--- config.mk ---
export PLATFORM = sky130hd
export DESIGN_NAME = gshare_cbp_flat
export DESIGN_NICKNAME = d
export VERILOG_FILES = /design/src/rtl/gshare_cbp_if.sv /design/src/rtl/gshare_cbp.sv /design/src/flat_wrapper.sv
export SDC_FILE = /design/constraint.sdc
export NUM_CORES = 1
export LEC_CHECK = 0
export ABC_AREA = 1
export BUFFER_PORTS_ARGS = -buffer_cell sky130_fd_sc_hd__buf_2
export CAP_MARGIN = 10
export CORE_ASPECT_RATIO = 1.5
export CORE_MARGIN = 2
export CORE_UTILIZATION = 45
export CTS_CLUSTER_SIZE = 30
export DETAILED_ROUTE_END_ITERATION = 8
export GPL_ROUTABILITY_DRIVEN = 0
export GPL_TIMING_DRIVEN = 0
export PLACE_DENSITY_LB_ADDON = 0.08
export SLEW_MARGIN = 20
export SYNTH_ARGS = -nofsm -noshare
export SYNTH_HDL_FRONTEND = slang
export SYNTH_SLANG_ARGS = --single-unit
--- constraint.sdc ---
create_clock -name clk_i -period 6.94 [get_ports clk_i]
set_input_delay 0.347 -clock clk_i [delete_from_list [all_inputs] [get_ports clk_i]]
set_output_delay 0.347 -clock clk_i [all_outputs]
set_load 0.01 [all_outputs]
--- src/rtl/gshare_cbp_if.sv ---
// rtl/gshare_cbp_if.sv - fetch/execute/writeback signal bundle for the gshare predictor
interface gshare_cbp_if #(
  parameter int PC_WIDTH  = 32,
  parameter int HIST_BITS = 6
);
  logic [PC_WIDTH-1:0]  F_PC_i;
  logic                 F_lookup_vaild_i;
  logic                 F_stall_i;
  logic                 F_train_predict_o;
  logic [HIST_BITS-1:0] F_ghr_o;
  logic                 E_repair_i;
  logic [HIST_BITS-1:0] E_repair_ghr_i;
  logic                 E_repair_is_branch_i;
  logic                 E_repair_taken_i;
  logic                 MD_train_vaild_i;
  logic                 MD_train_taken_i;
  logic                 MD_train_predict_i;
  logic [PC_WIDTH-1:0]  MD_PC_i;
  logic [HIST_BITS-1:0] MD_ghr_i;
  logic [31:0]          cnt_branch_o;
  logic [31:0]          cnt_miss_o;

  modport master (
    output F_PC_i, F_lookup_vaild_i, F_stall_i,
    output E_repair_i, E_repair_ghr_i, E_repair_is_branch_i, E_repair_taken_i,
    output MD_train_vaild_i, MD_train_taken_i, MD_train_predict_i, MD_PC_i, MD_ghr_i,
    input  F_train_predict_o, F_ghr_o, cnt_branch_o, cnt_miss_o
  );

  modport slave (
    input  F_PC_i, F_lookup_vaild_i, F_stall_i,
    input  E_repair_i, E_repair_ghr_i, E_repair_is_branch_i, E_repair_taken_i,
    input  MD_train_vaild_i, MD_train_taken_i, MD_train_predict_i, MD_PC_i, MD_ghr_i,
    output F_train_predict_o, F_ghr_o, cnt_branch_o, cnt_miss_o
  );
endinterface

--- src/rtl/gshare_cbp.sv ---
// rtl/gshare_cbp.sv - gshare predictor: PC^GHR indexed counter table, speculative GHR with repair
module gshare_cbp #(
  parameter int PC_WIDTH   = 32,
  parameter int INDEX_BITS = 6,
  parameter int HIST_BITS  = 6,
  parameter int CTR_BITS   = 2,
  parameter int RESET_CTR  = 1
) (
  input  logic           clk_i,
  input  logic           rst,
  gshare_cbp_if.slave    bus
);
  localparam int DEPTH = 1 << INDEX_BITS;
  localparam logic [CTR_BITS-1:0] CTR_MAX = '1;
  localparam logic [CTR_BITS-1:0] CTR_RST = CTR_BITS'(RESET_CTR);

  logic [CTR_BITS-1:0]   tbl_q [DEPTH];
  logic [CTR_BITS-1:0]   tbl_d [DEPTH];
  logic [HIST_BITS-1:0]  spec_ghr_q, spec_ghr_d;
  logic [31:0]           cnt_branch_q, cnt_branch_d;
  logic [31:0]           cnt_miss_q, cnt_miss_d;
  logic [HIST_BITS-1:0]  rep_h, eff_h;
  logic [INDEX_BITS-1:0] f_idx, md_idx;
  logic [CTR_BITS-1:0]   md_ctr;
  logic                  f_pred;
  logic                  lookup_fire;
  logic                  unused_pc_bits;

  // Shifting left drops the oldest bit; also covers the single-bit history case.
  function automatic logic [HIST_BITS-1:0] shift_in(input logic [HIST_BITS-1:0] h, input logic b);
    return (h << 1) | HIST_BITS'(b);
  endfunction

  always_comb begin
    rep_h = bus.E_repair_ghr_i;
    if (bus.E_repair_is_branch_i) begin
      rep_h = shift_in(bus.E_repair_ghr_i, bus.E_repair_taken_i);
    end
    eff_h = bus.E_repair_i ? rep_h : spec_ghr_q;
  end

  assign f_idx       = bus.F_PC_i[INDEX_BITS+1:2] ^ INDEX_BITS'(eff_h);
  assign md_idx      = bus.MD_PC_i[INDEX_BITS+1:2] ^ INDEX_BITS'(bus.MD_ghr_i);
  assign f_pred      = tbl_q[f_idx][CTR_BITS-1];
  assign md_ctr      = tbl_q[md_idx];
  assign lookup_fire = bus.F_lookup_vaild_i & ~bus.F_stall_i;

  assign bus.F_train_predict_o = f_pred;
  assign bus.F_ghr_o           = eff_h;
  assign bus.cnt_branch_o      = cnt_branch_q;
  assign bus.cnt_miss_o        = cnt_miss_q;

  assign unused_pc_bits = ^{bus.F_PC_i[PC_WIDTH-1:INDEX_BITS+2], bus.F_PC_i[1:0],
                            bus.MD_PC_i[PC_WIDTH-1:INDEX_BITS+2], bus.MD_PC_i[1:0]};

  // Lookups read tbl_q, so a same-cycle training write is only seen next cycle.
  always_comb begin
    spec_ghr_d   = spec_ghr_q;
    tbl_d        = tbl_q;
    cnt_branch_d = cnt_branch_q;
    cnt_miss_d   = cnt_miss_q;
    if (lookup_fire) begin
      spec_ghr_d = shift_in(eff_h, f_pred);
    end else if (bus.E_repair_i) begin
      spec_ghr_d = rep_h;
    end
    if (bus.MD_train_vaild_i) begin
      if (bus.MD_train_taken_i) begin
        tbl_d[md_idx] = (md_ctr == CTR_MAX) ? md_ctr : md_ctr + CTR_BITS'(1);
      end else begin
        tbl_d[md_idx] = (md_ctr == '0) ? md_ctr : md_ctr - CTR_BITS'(1);
      end
      cnt_branch_d = cnt_branch_q + 32'd1;
      if (bus.MD_train_predict_i != bus.MD_train_taken_i) begin
        cnt_miss_d = cnt_miss_q + 32'd1;
      end
    end
  end

  always_ff @(posedge clk_i or posedge rst) begin
    if (rst) begin
      for (int i = 0; i < DEPTH; i++) begin
        tbl_q[i] <= CTR_RST;
      end
      spec_ghr_q   <= '0;
      cnt_branch_q <= '0;
      cnt_miss_q   <= '0;
    end else begin
      tbl_q        <= tbl_d;
      spec_ghr_q   <= spec_ghr_d;
      cnt_branch_q <= cnt_branch_d;
      cnt_miss_q   <= cnt_miss_d;
    end
  end
endmodule

--- src/flat_wrapper.sv ---
// flat-port wrapper written by rule: the top's interface ports become plain ports
module gshare_cbp_flat 
#(
  parameter int PC_WIDTH   = 32,
  parameter int INDEX_BITS = 6,
  parameter int HIST_BITS  = 6,
  parameter int CTR_BITS   = 2,
  parameter int RESET_CTR  = 1
)
  (clk_i, rst, bus_F_PC_i, bus_F_lookup_vaild_i, bus_F_stall_i, bus_E_repair_i, bus_E_repair_ghr_i, bus_E_repair_is_branch_i, bus_E_repair_taken_i, bus_MD_train_vaild_i, bus_MD_train_taken_i, bus_MD_train_predict_i, bus_MD_PC_i, bus_MD_ghr_i, bus_F_train_predict_o, bus_F_ghr_o, bus_cnt_branch_o, bus_cnt_miss_o);
  gshare_cbp_if #(.PC_WIDTH(PC_WIDTH), .HIST_BITS(HIST_BITS)) bus_i ();
  input  logic clk_i;
  input  logic rst;
  input wire logic [$bits(bus_i.F_PC_i)-1:0] bus_F_PC_i;
  input wire logic [$bits(bus_i.F_lookup_vaild_i)-1:0] bus_F_lookup_vaild_i;
  input wire logic [$bits(bus_i.F_stall_i)-1:0] bus_F_stall_i;
  input wire logic [$bits(bus_i.E_repair_i)-1:0] bus_E_repair_i;
  input wire logic [$bits(bus_i.E_repair_ghr_i)-1:0] bus_E_repair_ghr_i;
  input wire logic [$bits(bus_i.E_repair_is_branch_i)-1:0] bus_E_repair_is_branch_i;
  input wire logic [$bits(bus_i.E_repair_taken_i)-1:0] bus_E_repair_taken_i;
  input wire logic [$bits(bus_i.MD_train_vaild_i)-1:0] bus_MD_train_vaild_i;
  input wire logic [$bits(bus_i.MD_train_taken_i)-1:0] bus_MD_train_taken_i;
  input wire logic [$bits(bus_i.MD_train_predict_i)-1:0] bus_MD_train_predict_i;
  input wire logic [$bits(bus_i.MD_PC_i)-1:0] bus_MD_PC_i;
  input wire logic [$bits(bus_i.MD_ghr_i)-1:0] bus_MD_ghr_i;
  output wire logic [$bits(bus_i.F_train_predict_o)-1:0] bus_F_train_predict_o;
  output wire logic [$bits(bus_i.F_ghr_o)-1:0] bus_F_ghr_o;
  output wire logic [$bits(bus_i.cnt_branch_o)-1:0] bus_cnt_branch_o;
  output wire logic [$bits(bus_i.cnt_miss_o)-1:0] bus_cnt_miss_o;
  assign bus_i.F_PC_i = bus_F_PC_i;
  assign bus_i.F_lookup_vaild_i = bus_F_lookup_vaild_i;
  assign bus_i.F_stall_i = bus_F_stall_i;
  assign bus_i.E_repair_i = bus_E_repair_i;
  assign bus_i.E_repair_ghr_i = bus_E_repair_ghr_i;
  assign bus_i.E_repair_is_branch_i = bus_E_repair_is_branch_i;
  assign bus_i.E_repair_taken_i = bus_E_repair_taken_i;
  assign bus_i.MD_train_vaild_i = bus_MD_train_vaild_i;
  assign bus_i.MD_train_taken_i = bus_MD_train_taken_i;
  assign bus_i.MD_train_predict_i = bus_MD_train_predict_i;
  assign bus_i.MD_PC_i = bus_MD_PC_i;
  assign bus_i.MD_ghr_i = bus_MD_ghr_i;
  assign bus_F_train_predict_o = bus_i.F_train_predict_o;
  assign bus_F_ghr_o = bus_i.F_ghr_o;
  assign bus_cnt_branch_o = bus_i.cnt_branch_o;
  assign bus_cnt_miss_o = bus_i.cnt_miss_o;
  gshare_cbp #(.PC_WIDTH(PC_WIDTH), .INDEX_BITS(INDEX_BITS), .HIST_BITS(HIST_BITS), .CTR_BITS(CTR_BITS), .RESET_CTR(RESET_CTR)) u_core (.clk_i(clk_i), .rst(rst), .bus(bus_i));
endmodule
==> reports/metrics.csv <==
metric,value,unit
top-area cell type share of the netlist area,28.0,%
nets@finish,1888,
endpoints failing setup,0,
drt first pass iters,6,
worst hold slack,0.259,ns
most frequent cells in the layout,"nand2_1 (414), inv_1 (331), nand3_1 (266)",
Clock Skew,0.0141,ns
outcome,"complete, no violations",
maximum fanout along the worst path,10,
Final Cycle Share,46.9,%
Via density,5.33,
Clock Path Buffers,2,
critical path type,flop to output pin,
vias,11500,
minimum clock period,3.25,ns
CTS-repair resized insts,0,
PwrDens,285,mW/mm^2
Netlist cell types,34,
fmax,0.307,GHz
clk slew on worst S/H paths,0.07,ns
Die Ht,204,um
Ys Warns,0,
Post-Route WL,39700,um
dpl hpwl,28600,um
flop2flop setup slack,4.17,ns
slew at the pin with the worst max-slew slack,0.983,ns
"FF+latch count, synth",198,
Rows,73,
Syn Nets,1762,
max_slew headroom,34.3,%
Placeable Area,0.0263,sq mm
Synth-to-Final Area Change,13.5,%
Initial Util,45.5,%
antenna-violating nets left,0,
initial antenna violation count,0,
total global routing overflow,0,
CTS tree,done,
First DRT Iteration DRCs,1065,
CP Launch Type,flop,
final core occ,51.6,%
first-pass GRT wire length,62400,um
clock root buffer,clkbuf_16,
total I/O pin count,157,
fin. max-slew vios,0,
mean post-synth cell area,7.15,sq um
Gate Count Post-Synth,1674,
Die X,137,um
"Clk Latency, worst-skew pair",0.46,ns
crit path DAT,2.91,ns
"top cells by area, synth","dfrtp_1 (28%), dfstp_2 (14%), nand2_1 (13%), nand3_1 (11%), inv_1 (10%)",
worst endpoint required time,6.59,ns
dpl cells,2117,
final non-filler cell total,2150,
Num CTS Buffers,17,
drc violations,0,
final hold viol count,0,
CTS H-tree depth,4,
number of antenna diodes,0,
routed len/inst,18.5,um
vias in the first global route,11000,
HP Class,input pin to flop,
largest net degree at the start of global routing,87,
RSZ-0062 raised after global routing,no,
"most common cell after layout, fill and taps aside",nand2_1,
clock sink count,198,
GRT Overall Usage,29.8,%
layout cells sized above 1,16.8,%
Buffers on Ports,104,
post-synthesis cell area,0.0120,sq mm
max-cap violations,0,
CP Capture Type,output pin,
total die area,0.0279,sq mm
Lkg Pwr,7.16,nW
peak supply drop,0.000206,V
dominant cell type by area after synthesis,dfrtp_1,
Fin Setup TNS,0,ns
sequential share of the synthesized area,42.1,%
routing by layer:
layer / global-route usage, % / vias to the layer above / routed length (um)
met5: 0 / - / 0
met4: 19.5 / 0 / 2810
met3: 5.64 / 144 / 2750
met2: 47.4 / 497 / 18500
met1: 36.5 / 5365 / 15600
li1: - / 5453 / -
path summary, 6_finish.rpt:
path / startpoint / endpoint / cells past startpoint
hold reg to reg: u_core.bus.cnt_branch_o[25]$_DFFE_PP0P_ / u_core.bus.cnt_branch_o[25]$_DFFE_PP0P_ / 1
hold / removal: bus_MD_train_vaild_i / u_core.bus.cnt_branch_o[1]$_DFFE_PP0P_ / 4
max in group asynchronous: rst / u_core.tbl_q[58]$_DFFE_PP1P_ / 4
setup reg to reg: u_core.tbl_q[28]$_DFFE_PP1P_ / u_core.tbl_q[67]$_DFFE_PP0P_ / 11
min in group asynchronous: rst / u_core.bus.cnt_miss_o[24]$_DFFE_PP0P_ / 3
setup / recovery: u_core.spec_ghr_q[1]$_DFF_PP0_ / bus_F_train_predict_o / 13
synth_stat cells, drive strengths merged:
cell and number:
nand2 420, inv 336, nand3 267, dfrtp 134
nor2 110, dfstp 64, o211ai 64, o21ai 55
buf 45, xor2 38, or2 36, xnor2 27
clkbuf 26, nand4 18, nor3 17, nor4 6
a21oi 5, ha 2, a31oi 1, a41oi 1
nor3b 1, o21a 1
kinds of logic after synthesis:
| logic type | after synthesis | share of synthesized area [%] |
|---|---|---|
| fa+ha+maj | 2 | 0.209 |
| simple gates | 875 | 32.4 |
| flops | 198 | 42.1 |
| buf+inv | 407 | 13.7 |
| xor+xnor | 65 | 4.88 |
| compound gates | 127 | 6.72 |
through the flow:
stage	total power [mW]	setup slack, ns	cell area (sq um)
after floorplan	2.44	1.30	12000
after global placement	2.82	-1.26	12900
after detailed placement	2.85	3.45	13000
after CTS	3.88	3.72	13600
after global routing	4.10	3.50	13600
final	3.87	3.69	13600
cell type report:
class                      count  area, sq um
timing repair buffer         107          586
sequential                   198         5030
buffer                        71          373
clock buffer                  21          470
fill                        2699        12700
multi-input combinational   1069         5290
clock inverter                11          124
inverter                     336         1270
tap                          337          422
where the power goes:
| part | switching [mW] | internal, mW |
|---|---|---|
| Sequential | 0.139 | 1.48 |
| Combinational | 0.810 | 0.414 |
| Clock | 0.461 | 0.560 |
| Total | 1.41 | 2.45 |
critical path, stage by stage, from the launching register on:
cell and delay [ns]:
dfrtp_1 0.37, or2_2 0.28, nand2_1 0.11, nand2_1 0.06, nand2_1 0.31, inv_1 0.26, buf_4 0.25, nand3_1 0.15
nand3_1 0.09, nand3_1 0.10, nand3_1 0.07, nand3_1 0.09, nand2_1 0.11, buf_2 0.17
what timing repair did:
item / 4_1_cts / 5_1_grt
setup endpoints to repair: 0 / 0
hold buffers: 1 / 0
endpoints found under the hold margin: 32 / 0
setup buffers: 0 / 0
state kept, by name (all words and copies together), names as in the netlist:
register,cells
u_core.tbl_q,128
u_core.bus.cnt_branch_o,32
u_core.bus.cnt_miss_o,32
u_core.spec_ghr_q,6
(Power assumes the default switching activity.)
